[config.mk]
export PLATFORM = sky130hd
export DESIGN_NAME = vga_sync_decoder
export DESIGN_NICKNAME = d
export VERILOG_FILES = /design/src/rtl/vga_sync_decoder.sv
export SDC_FILE = /design/constraint.sdc
export NUM_CORES = 1
export LEC_CHECK = 0
export ABC_AREA = 1
export BUFFER_PORTS_ARGS = -buffer_cell sky130_fd_sc_hd__buf_4
export CAP_MARGIN = 0
export CORE_MARGIN = 1
export CORE_UTILIZATION = 46
export DETAILED_ROUTE_END_ITERATION = 10
export GPL_TIMING_DRIVEN = 0
export HOLD_SLACK_MARGIN = 0.05
export PLACE_DENSITY = 0.64
export SLEW_MARGIN = 20
export SYNTH_ARGS = -nofsm -noshare
export SYNTH_HDL_FRONTEND = slang
export SYNTH_SLANG_ARGS = --single-unit
[constraint.sdc]
create_clock -name Pixelclock -period 3.4 [get_ports Pixelclock]
set_clock_uncertainty 0.05 [all_clocks]
set_input_delay 0.34 -clock Pixelclock [delete_from_list [all_inputs] [get_ports Pixelclock]]
set_output_delay 0.34 -clock Pixelclock [all_outputs]
set_load 0.05 [all_outputs]
[src/rtl/vga_sync_decoder.sv]
`default_nettype none
// ============================================================================
// Module      : vga_sync_decoder
// Description : Locks onto incoming active-low HSYNC/VSYNC (640x480@60) and
//               rebuilds pixel X/Y plus a visible-area strobe.
//               Optional macro VGA_RX_SYNCHRONIZER_EN adds a 2-flop input
//               synchronizer for asynchronous sources.
// Revision    : 1.0 - initial release
// ============================================================================
module vga_sync_decoder #(
    parameter int HorizontalFrontPorch = 16,
    parameter int HSYNCPulse           = 96,
    parameter int HorizontalBackPorch  = 48,
    parameter int VisiblePixels        = 640,
    parameter int VerticalFrontPorch   = 10,
    parameter int VSYNCPulse           = 2,
    parameter int VerticalBackPorch    = 33,
    parameter int VisibleLines         = 480,
    parameter int LockLines            = 4
) (
    input  logic       Pixelclock,
    input  logic       reset,
    input  logic       enable,
    input  logic       HSYNC_in,
    input  logic       VSYNC_in,
    output logic [9:0] X,
    output logic [9:0] Y,
    output logic       visible,
    output logic       locked,
    output logic       sync_error,
    output logic [9:0] line_length
);

    localparam logic [9:0] HSYNC_W = 10'(HSYNCPulse);
    localparam logic [9:0] H_TOTAL = 10'(HorizontalFrontPorch + HSYNCPulse
                                         + HorizontalBackPorch + VisiblePixels);
    localparam logic [9:0] HOFF    = 10'(HSYNCPulse + HorizontalBackPorch);
    localparam logic [9:0] HEND    = 10'(HSYNCPulse + HorizontalBackPorch + VisiblePixels);
    localparam logic [9:0] V_TOTAL = 10'(VerticalFrontPorch + VSYNCPulse
                                         + VerticalBackPorch + VisibleLines);
    localparam logic [9:0] VOFF    = 10'(VSYNCPulse + VerticalBackPorch);
    localparam logic [9:0] VEND    = 10'(VSYNCPulse + VerticalBackPorch + VisibleLines);
    localparam logic [9:0] CNT_MAX = 10'h3FF;
    localparam int         GW      = $clog2(LockLines + 1);
    localparam logic [GW-1:0] LOCK_N  = GW'(LockLines);
    localparam logic [GW-1:0] LOCK_M1 = GW'(LockLines - 1);

    typedef enum logic [1:0] {
        S_SEARCH  = 2'd0,
        S_MEASURE = 2'd1,
        S_LOCKED  = 2'd2
    } state_t;

    logic hs_in;
    logic vs_in;

`ifdef VGA_RX_SYNCHRONIZER_EN
    logic [1:0] hs_sync_q;
    logic [1:0] vs_sync_q;

    always_ff @(posedge Pixelclock) begin
        if (reset) begin
            hs_sync_q <= 2'b11;
            vs_sync_q <= 2'b11;
        end else if (enable) begin
            hs_sync_q <= {hs_sync_q[0], HSYNC_in};
            vs_sync_q <= {vs_sync_q[0], VSYNC_in};
        end
    end

    assign hs_in = hs_sync_q[1];
    assign vs_in = vs_sync_q[1];
`else
    assign hs_in = HSYNC_in;
    assign vs_in = VSYNC_in;
`endif

    logic        h_q, h_prev_q, v_q, v_prev_q;
    logic        hfall_q, hrise_q, vfall_q;
    state_t      state_q, state_d;
    logic [9:0]  hcount_q, hcount_d;
    logic [9:0]  vcount_q, vcount_d;
    logic [9:0]  pw_q, pw_d;
    logic [9:0]  line_len_q, line_len_d;
    logic [GW-1:0] good_cnt_q, good_cnt_d;
    logic        vpend_q, vpend_d;
    logic        frame_seen_q, frame_seen_d;
    logic        err_q, err_d;
    logic        locked_q;
    logic        vis_q, vis_d;
    logic [9:0]  x_q, x_d, y_q, y_d;
    logic [9:0]  hc_plus1;
    logic        line_good;
    logic        hvis, vvis;

    always_comb begin
        // Saturating increment doubles as the measured period on hfall.
        hc_plus1     = (hcount_q == CNT_MAX) ? CNT_MAX : hcount_q + 10'd1;
        line_good    = (hc_plus1 == H_TOTAL) && (pw_q == HSYNC_W);
        hcount_d     = hfall_q ? 10'd0 : hc_plus1;
        pw_d         = hrise_q ? hc_plus1 : pw_q;
        line_len_d   = hfall_q ? hc_plus1 : line_len_q;
        vpend_d      = vfall_q | (vpend_q & ~hfall_q);
        vcount_d     = vcount_q;
        if (hfall_q) begin
            if (vpend_q)
                vcount_d = 10'd0;
            else if (vcount_q != CNT_MAX)
                vcount_d = vcount_q + 10'd1;
        end
        frame_seen_d = frame_seen_q | (hfall_q & vpend_q);
        state_d      = state_q;
        good_cnt_d   = good_cnt_q;
        err_d        = 1'b0;

        case (state_q)
            S_SEARCH: begin
                frame_seen_d = 1'b0;
                if (hfall_q) begin
                    state_d    = S_MEASURE;
                    good_cnt_d = '0;
                end
            end
            S_MEASURE: begin
                if (hfall_q) begin
                    if (line_good) begin
                        if (good_cnt_q != LOCK_N)
                            good_cnt_d = good_cnt_q + 1'b1;
                        if (frame_seen_q && (good_cnt_q >= LOCK_M1))
                            state_d = S_LOCKED;
                    end else begin
                        good_cnt_d = '0;
                    end
                end else if (hcount_d == CNT_MAX) begin
                    state_d = S_SEARCH;
                end
            end
            S_LOCKED: begin
                if ((hfall_q && !line_good) || (hcount_d == CNT_MAX)) begin
                    err_d   = 1'b1;
                    state_d = S_SEARCH;
                end
            end
            default: state_d = S_SEARCH;
        endcase

        hvis  = (hcount_q >= HOFF) && (hcount_q < HEND);
        vvis  = (vcount_q >= VOFF) && (vcount_q < VEND) && (vcount_q < V_TOTAL);
        vis_d = (state_q == S_LOCKED) && hvis && vvis;
        x_d   = vis_d ? hcount_q - HOFF : 10'd0;
        y_d   = vis_d ? vcount_q - VOFF : 10'd0;
    end

    always_ff @(posedge Pixelclock) begin
        if (reset) begin
            h_q          <= 1'b1;
            h_prev_q     <= 1'b1;
            v_q          <= 1'b1;
            v_prev_q     <= 1'b1;
            hfall_q      <= 1'b0;
            hrise_q      <= 1'b0;
            vfall_q      <= 1'b0;
            state_q      <= S_SEARCH;
            hcount_q     <= 10'd0;
            vcount_q     <= 10'd0;
            pw_q         <= 10'd0;
            line_len_q   <= 10'd0;
            good_cnt_q   <= '0;
            vpend_q      <= 1'b0;
            frame_seen_q <= 1'b0;
            err_q        <= 1'b0;
            locked_q     <= 1'b0;
            vis_q        <= 1'b0;
            x_q          <= 10'd0;
            y_q          <= 10'd0;
        end else if (enable) begin
            h_q          <= hs_in;
            h_prev_q     <= h_q;
            v_q          <= vs_in;
            v_prev_q     <= v_q;
            hfall_q      <= h_prev_q & ~h_q;
            hrise_q      <= ~h_prev_q & h_q;
            vfall_q      <= v_prev_q & ~v_q;
            state_q      <= state_d;
            hcount_q     <= hcount_d;
            vcount_q     <= vcount_d;
            pw_q         <= pw_d;
            line_len_q   <= line_len_d;
            good_cnt_q   <= good_cnt_d;
            vpend_q      <= vpend_d;
            frame_seen_q <= frame_seen_d;
            err_q        <= err_d;
            locked_q     <= (state_d == S_LOCKED);
            vis_q        <= vis_d;
            x_q          <= x_d;
            y_q          <= y_d;
        end
    end

    assign X           = x_q;
    assign Y           = y_q;
    assign visible     = vis_q;
    assign locked      = locked_q;
    assign sync_error  = err_q;
    assign line_length = line_len_q;

endmodule
`default_nettype wire

==> metrics.md <==
| Metric | Value |
|---|---|
| Status | `complete, no violations` |
| Tot Pwr | `between 1500 and 2000 uW` |
| Worst skew pair latency | `0.36 ns` |
| WHS | `0.175 ns` |
| Via density | `a little over 5` |
| Antenna cell count | `0` |
| Final ANT Viol Nets | `0` |
| Syn Nets | `561` |
| Die Y | `93.8 um` |
| Die Width | `93.8 um` |
| Async set or reset register ratio after synthesis | `0%` |
| Final hold vios | `0` |
| Vias in the first global route | `about 3.3k` |
| DRC viols | `0` |
| CP Launch Type | `flip-flop` |
| Number of max-cap violations | `0` |
| Rows | `33` |
| Share of layout cells above drive strength 1 | `16.2%` |
| Initial DRC Count | `204` |
| Mean Syn Cell Area | `between 7 and 8 um2` |
| Root Buffer | `clkbuf_8` |
| Max-slew violations | `0` |
| Crit-path max FO | `10` |
| Critical path start-end classification | `flip-flop to flip-flop` |
| Drt pass-1 iters | `4` |
| Top_reg_cell synth | `dfxtp_1` |
| WP data arrival | `between 2 and 3 ns` |
| R2r startpoint | `hcount_q[4]` |
| Yosys cell types | `38` |
| Critical path's largest stage delay | `about 0.48 ns` |
| Nets | `608` |
| CTS tree | `built` |
| Clock buffer depth | `2` |
| Area Growth Syn to Fin | `15.9%` |
| Hpwl dp | `about 7100 um` |
| Worst R2R End | `Y[8]` |
| Final critical-path share of the clock period | `about two thirds` |
| Wl on met1 | `between 4000 and 5000 um` |
| CP Capture Type | `flip-flop` |
| Core footprint | `8180 um2` |
| HP Class | `input pin to flip-flop` |
| Die area | `slightly below 9000 um2` |
| Uppermost layer routed | `met4` |
| Setup TNS | `0 ns` |
| R2r setup slk | `between 1 and 1.5 ns` |
| Worst Tran Pin Value | `0.753 ns` |
| CTS clock-pin slew for the worst setup and hold paths | `0.08 ns` |
| Postcts setup bufs | `0` |
| Initial antenna violation count | `0` |
| Worst EP required | `3.63 ns` |
| GR Overflow Total | `0` |
| Clk sinks | `77` |
| EDFF count, synth | `0` |
| Hold-fix buffers, CTS | `0` |
| Slew margin rel. | `49.8%` |
| Cell count along the critical path | `12` |
| PortBufs | `36` |
| Worst IR Drop VDD | `0.313 mV` |
| Setup violators final | `0` |
| Cell Chain, Critical Path | `inv_1, ha_1, nand2_1, nand2_1, nand2_1, a41oi_1, nor2_1, nand4_1, nor2_1, buf_2, o21ai_0, a21oi_1` |
| Min cycle time layout | `2.31 ns` |
| Initial Util | `a little under half` |
| Gpl congestion | `roughly 0.9` |
| Setup crit end | `Y[8]` |
| Cell Pwr Density | `approximately 420 nW/um2` |
| H-tree levels | `3` |
| Crit-path leading delay family | `simple AND/OR/NAND/NOR gates` |
| Most used cell, CP | `nand2_1` |
| Top Ports | `38` |
| CP max-delay cell | `dfxtp_1` |
| All-layer global routing usage | `23.9%` |
| CP bufs+invs | `2` |
| Synth warn | `0` |
| Sequential area share after synthesis | `around two fifths` |
| Largest net degree at the start of global routing | `13` |
| F_max | `433 MHz` |
| Setup repair after global routing missed its margin | `false` |
| Final wirelength | `just under 10000 um` |
| Crit path from | `hcount_q[4]` |
| Met3 routed WL | `360 um` |
| Synth Register Bits | `77` |
| First-pass GRT wire length | `around 16000 um` |
| Worst reg2reg path depth | `12` |
| Leakage power total | `0.00193 uW` |
| Drt wl/cell | `about 14 um` |
| CTS buffer count | `9` |
| Cell count after synthesis | `546` |
| WL met2 | `4470 um` |
| Via count | `approximately 3.6k` |
| Post-CTS sizing | `0` |
| Mapped cell area | `3870 um2` |
## registers in the layout, summed over array words and instances (netlist names), 2 cells and up
register / flops
state_q: 2
pw_q: 10
X: 10
vcount_q: 10
good_cnt_q: 3
Y: 10
line_length: 10
hcount_q: 10
## Yosys cell counts, types with 2 or more instances
cell,instances,area [um2]
o21ai_0,36,180
dfxtp_1,77,1540
nor3_1,4,20.0
a211oi_1,4,30.0
nand2_1,118,443
nor2_4,6,67.6
nand4_1,6,37.5
inv_2,7,26.3
a21oi_2,2,17.5
xor2_1,7,61.3
ha_1,10,125
nor2_1,61,229
a21oi_1,59,295
buf_6,4,45.0
clkbuf_1,12,45.0
o211ai_1,2,15.0
nor2_2,4,25.0
o21ai_1,4,20.0
nand3_4,3,52.6
nand2_4,2,22.5
nand2_2,8,50.1
inv_1,61,229
nand3_1,25,125
buf_2,5,25.0
clkinv_1,2,7.51
nand3_2,5,50.1
## final cells by class
class | instances | area (um2)
Fill cell | 831 | 3690
Multi-Input combinational cell | 377 | 1950
Sequential cell | 77 | 1540
Timing Repair Buffer | 36 | 270
Inverter | 70 | 263
Clock buffer | 11 | 141
Tap cell | 105 | 131
Buffer | 22 | 119
Clock inverter | 4 | 72.6
## worst reg2reg max path, stage by stage, from the launching register on
cell and delay, ns:
dfxtp_1 0.48, inv_1 0.16, ha_1 0.25, nand2_1 0.09, nand2_1 0.08, nand2_1 0.07, a41oi_1 0.04, nor2_1 0.16
nand4_1 0.10, nor2_1 0.17, buf_2 0.28, o21ai_0 0.16, a21oi_1 0.15
## how the worst min path moves through the flow
stage               depth (start not counted)         start            to
finish                                      3      VSYNC_in           v_q
detailed placement                          2  frame_seen_q  frame_seen_q
floorplan                                   2  frame_seen_q  frame_seen_q
global route                                3      VSYNC_in           v_q
global placement                            2  frame_seen_q  frame_seen_q
CTS                                         3      VSYNC_in           v_q
## metal layers
layer | GRT usage, % | up-vias
li1 | - | 1844
met1 | 32.2 | 1665
met2 | 38.4 | 74
met3 | 3.64 | 12
met4 | 8.72 | 0
met5 | 0 | -
## kinds of logic (layout without fill, tap and decap cells)
group	after synthesis	count (layout)	share of synthesized area, %
xor+xnor	8	8	1.81
simple gates	247	247	29.8
flops	77	77	39.8
buf+inv	92	143	9.85
compound gates	112	112	15.5
fa+ha+maj	10	10	3.23
## per-stage QoR
stage          setup slack [ns]  cell area, um2  utilization, %  std cells
5_1_grt                   0.874            4490            54.9        702
2_1_floorplan              1.48            3870               -        546
6_report                   1.09            4490            54.9        702
3_3_place_gp               1.09            4280            52.3        687
4_1_cts                    1.08            4490            54.9        702
3_5_place_dp               1.10            4280            52.3        687
## where the power goes
group          total, uW  switching [uW]  internal, uW
sequential           937            15.9           922
clock                773             344           429
combinational        167             119          47.3
total               1880             479          1400
## layout by cell type (no fill, tap or decap), types with 2 or more instances in the layout
cell	Yosys	final
nor2_2	4	4
nor2_4	6	6
bufinv_16	0	2
nand2_4	2	2
a211oi_1	4	4
nand4_1	6	6
o211ai_1	2	2
clkinv_1	2	2
nor3_1	4	4
buf_6	4	4
buf_2	5	5
clkbuf_8	0	10
inv_1	61	61
a21oi_1	59	59
inv_2	7	7
ha_1	10	10
xor2_1	7	7
nand3_2	5	5
dfxtp_1	77	77
nand2_2	8	8
nand3_4	3	3
buf_4	0	36
nand3_1	25	25
a21oi_2	2	2
nor2_1	61	61
clkbuf_1	12	13
nand2_1	118	118
o21ai_1	4	4
o21ai_0	36	36
(Power assumes the default switching activity.)
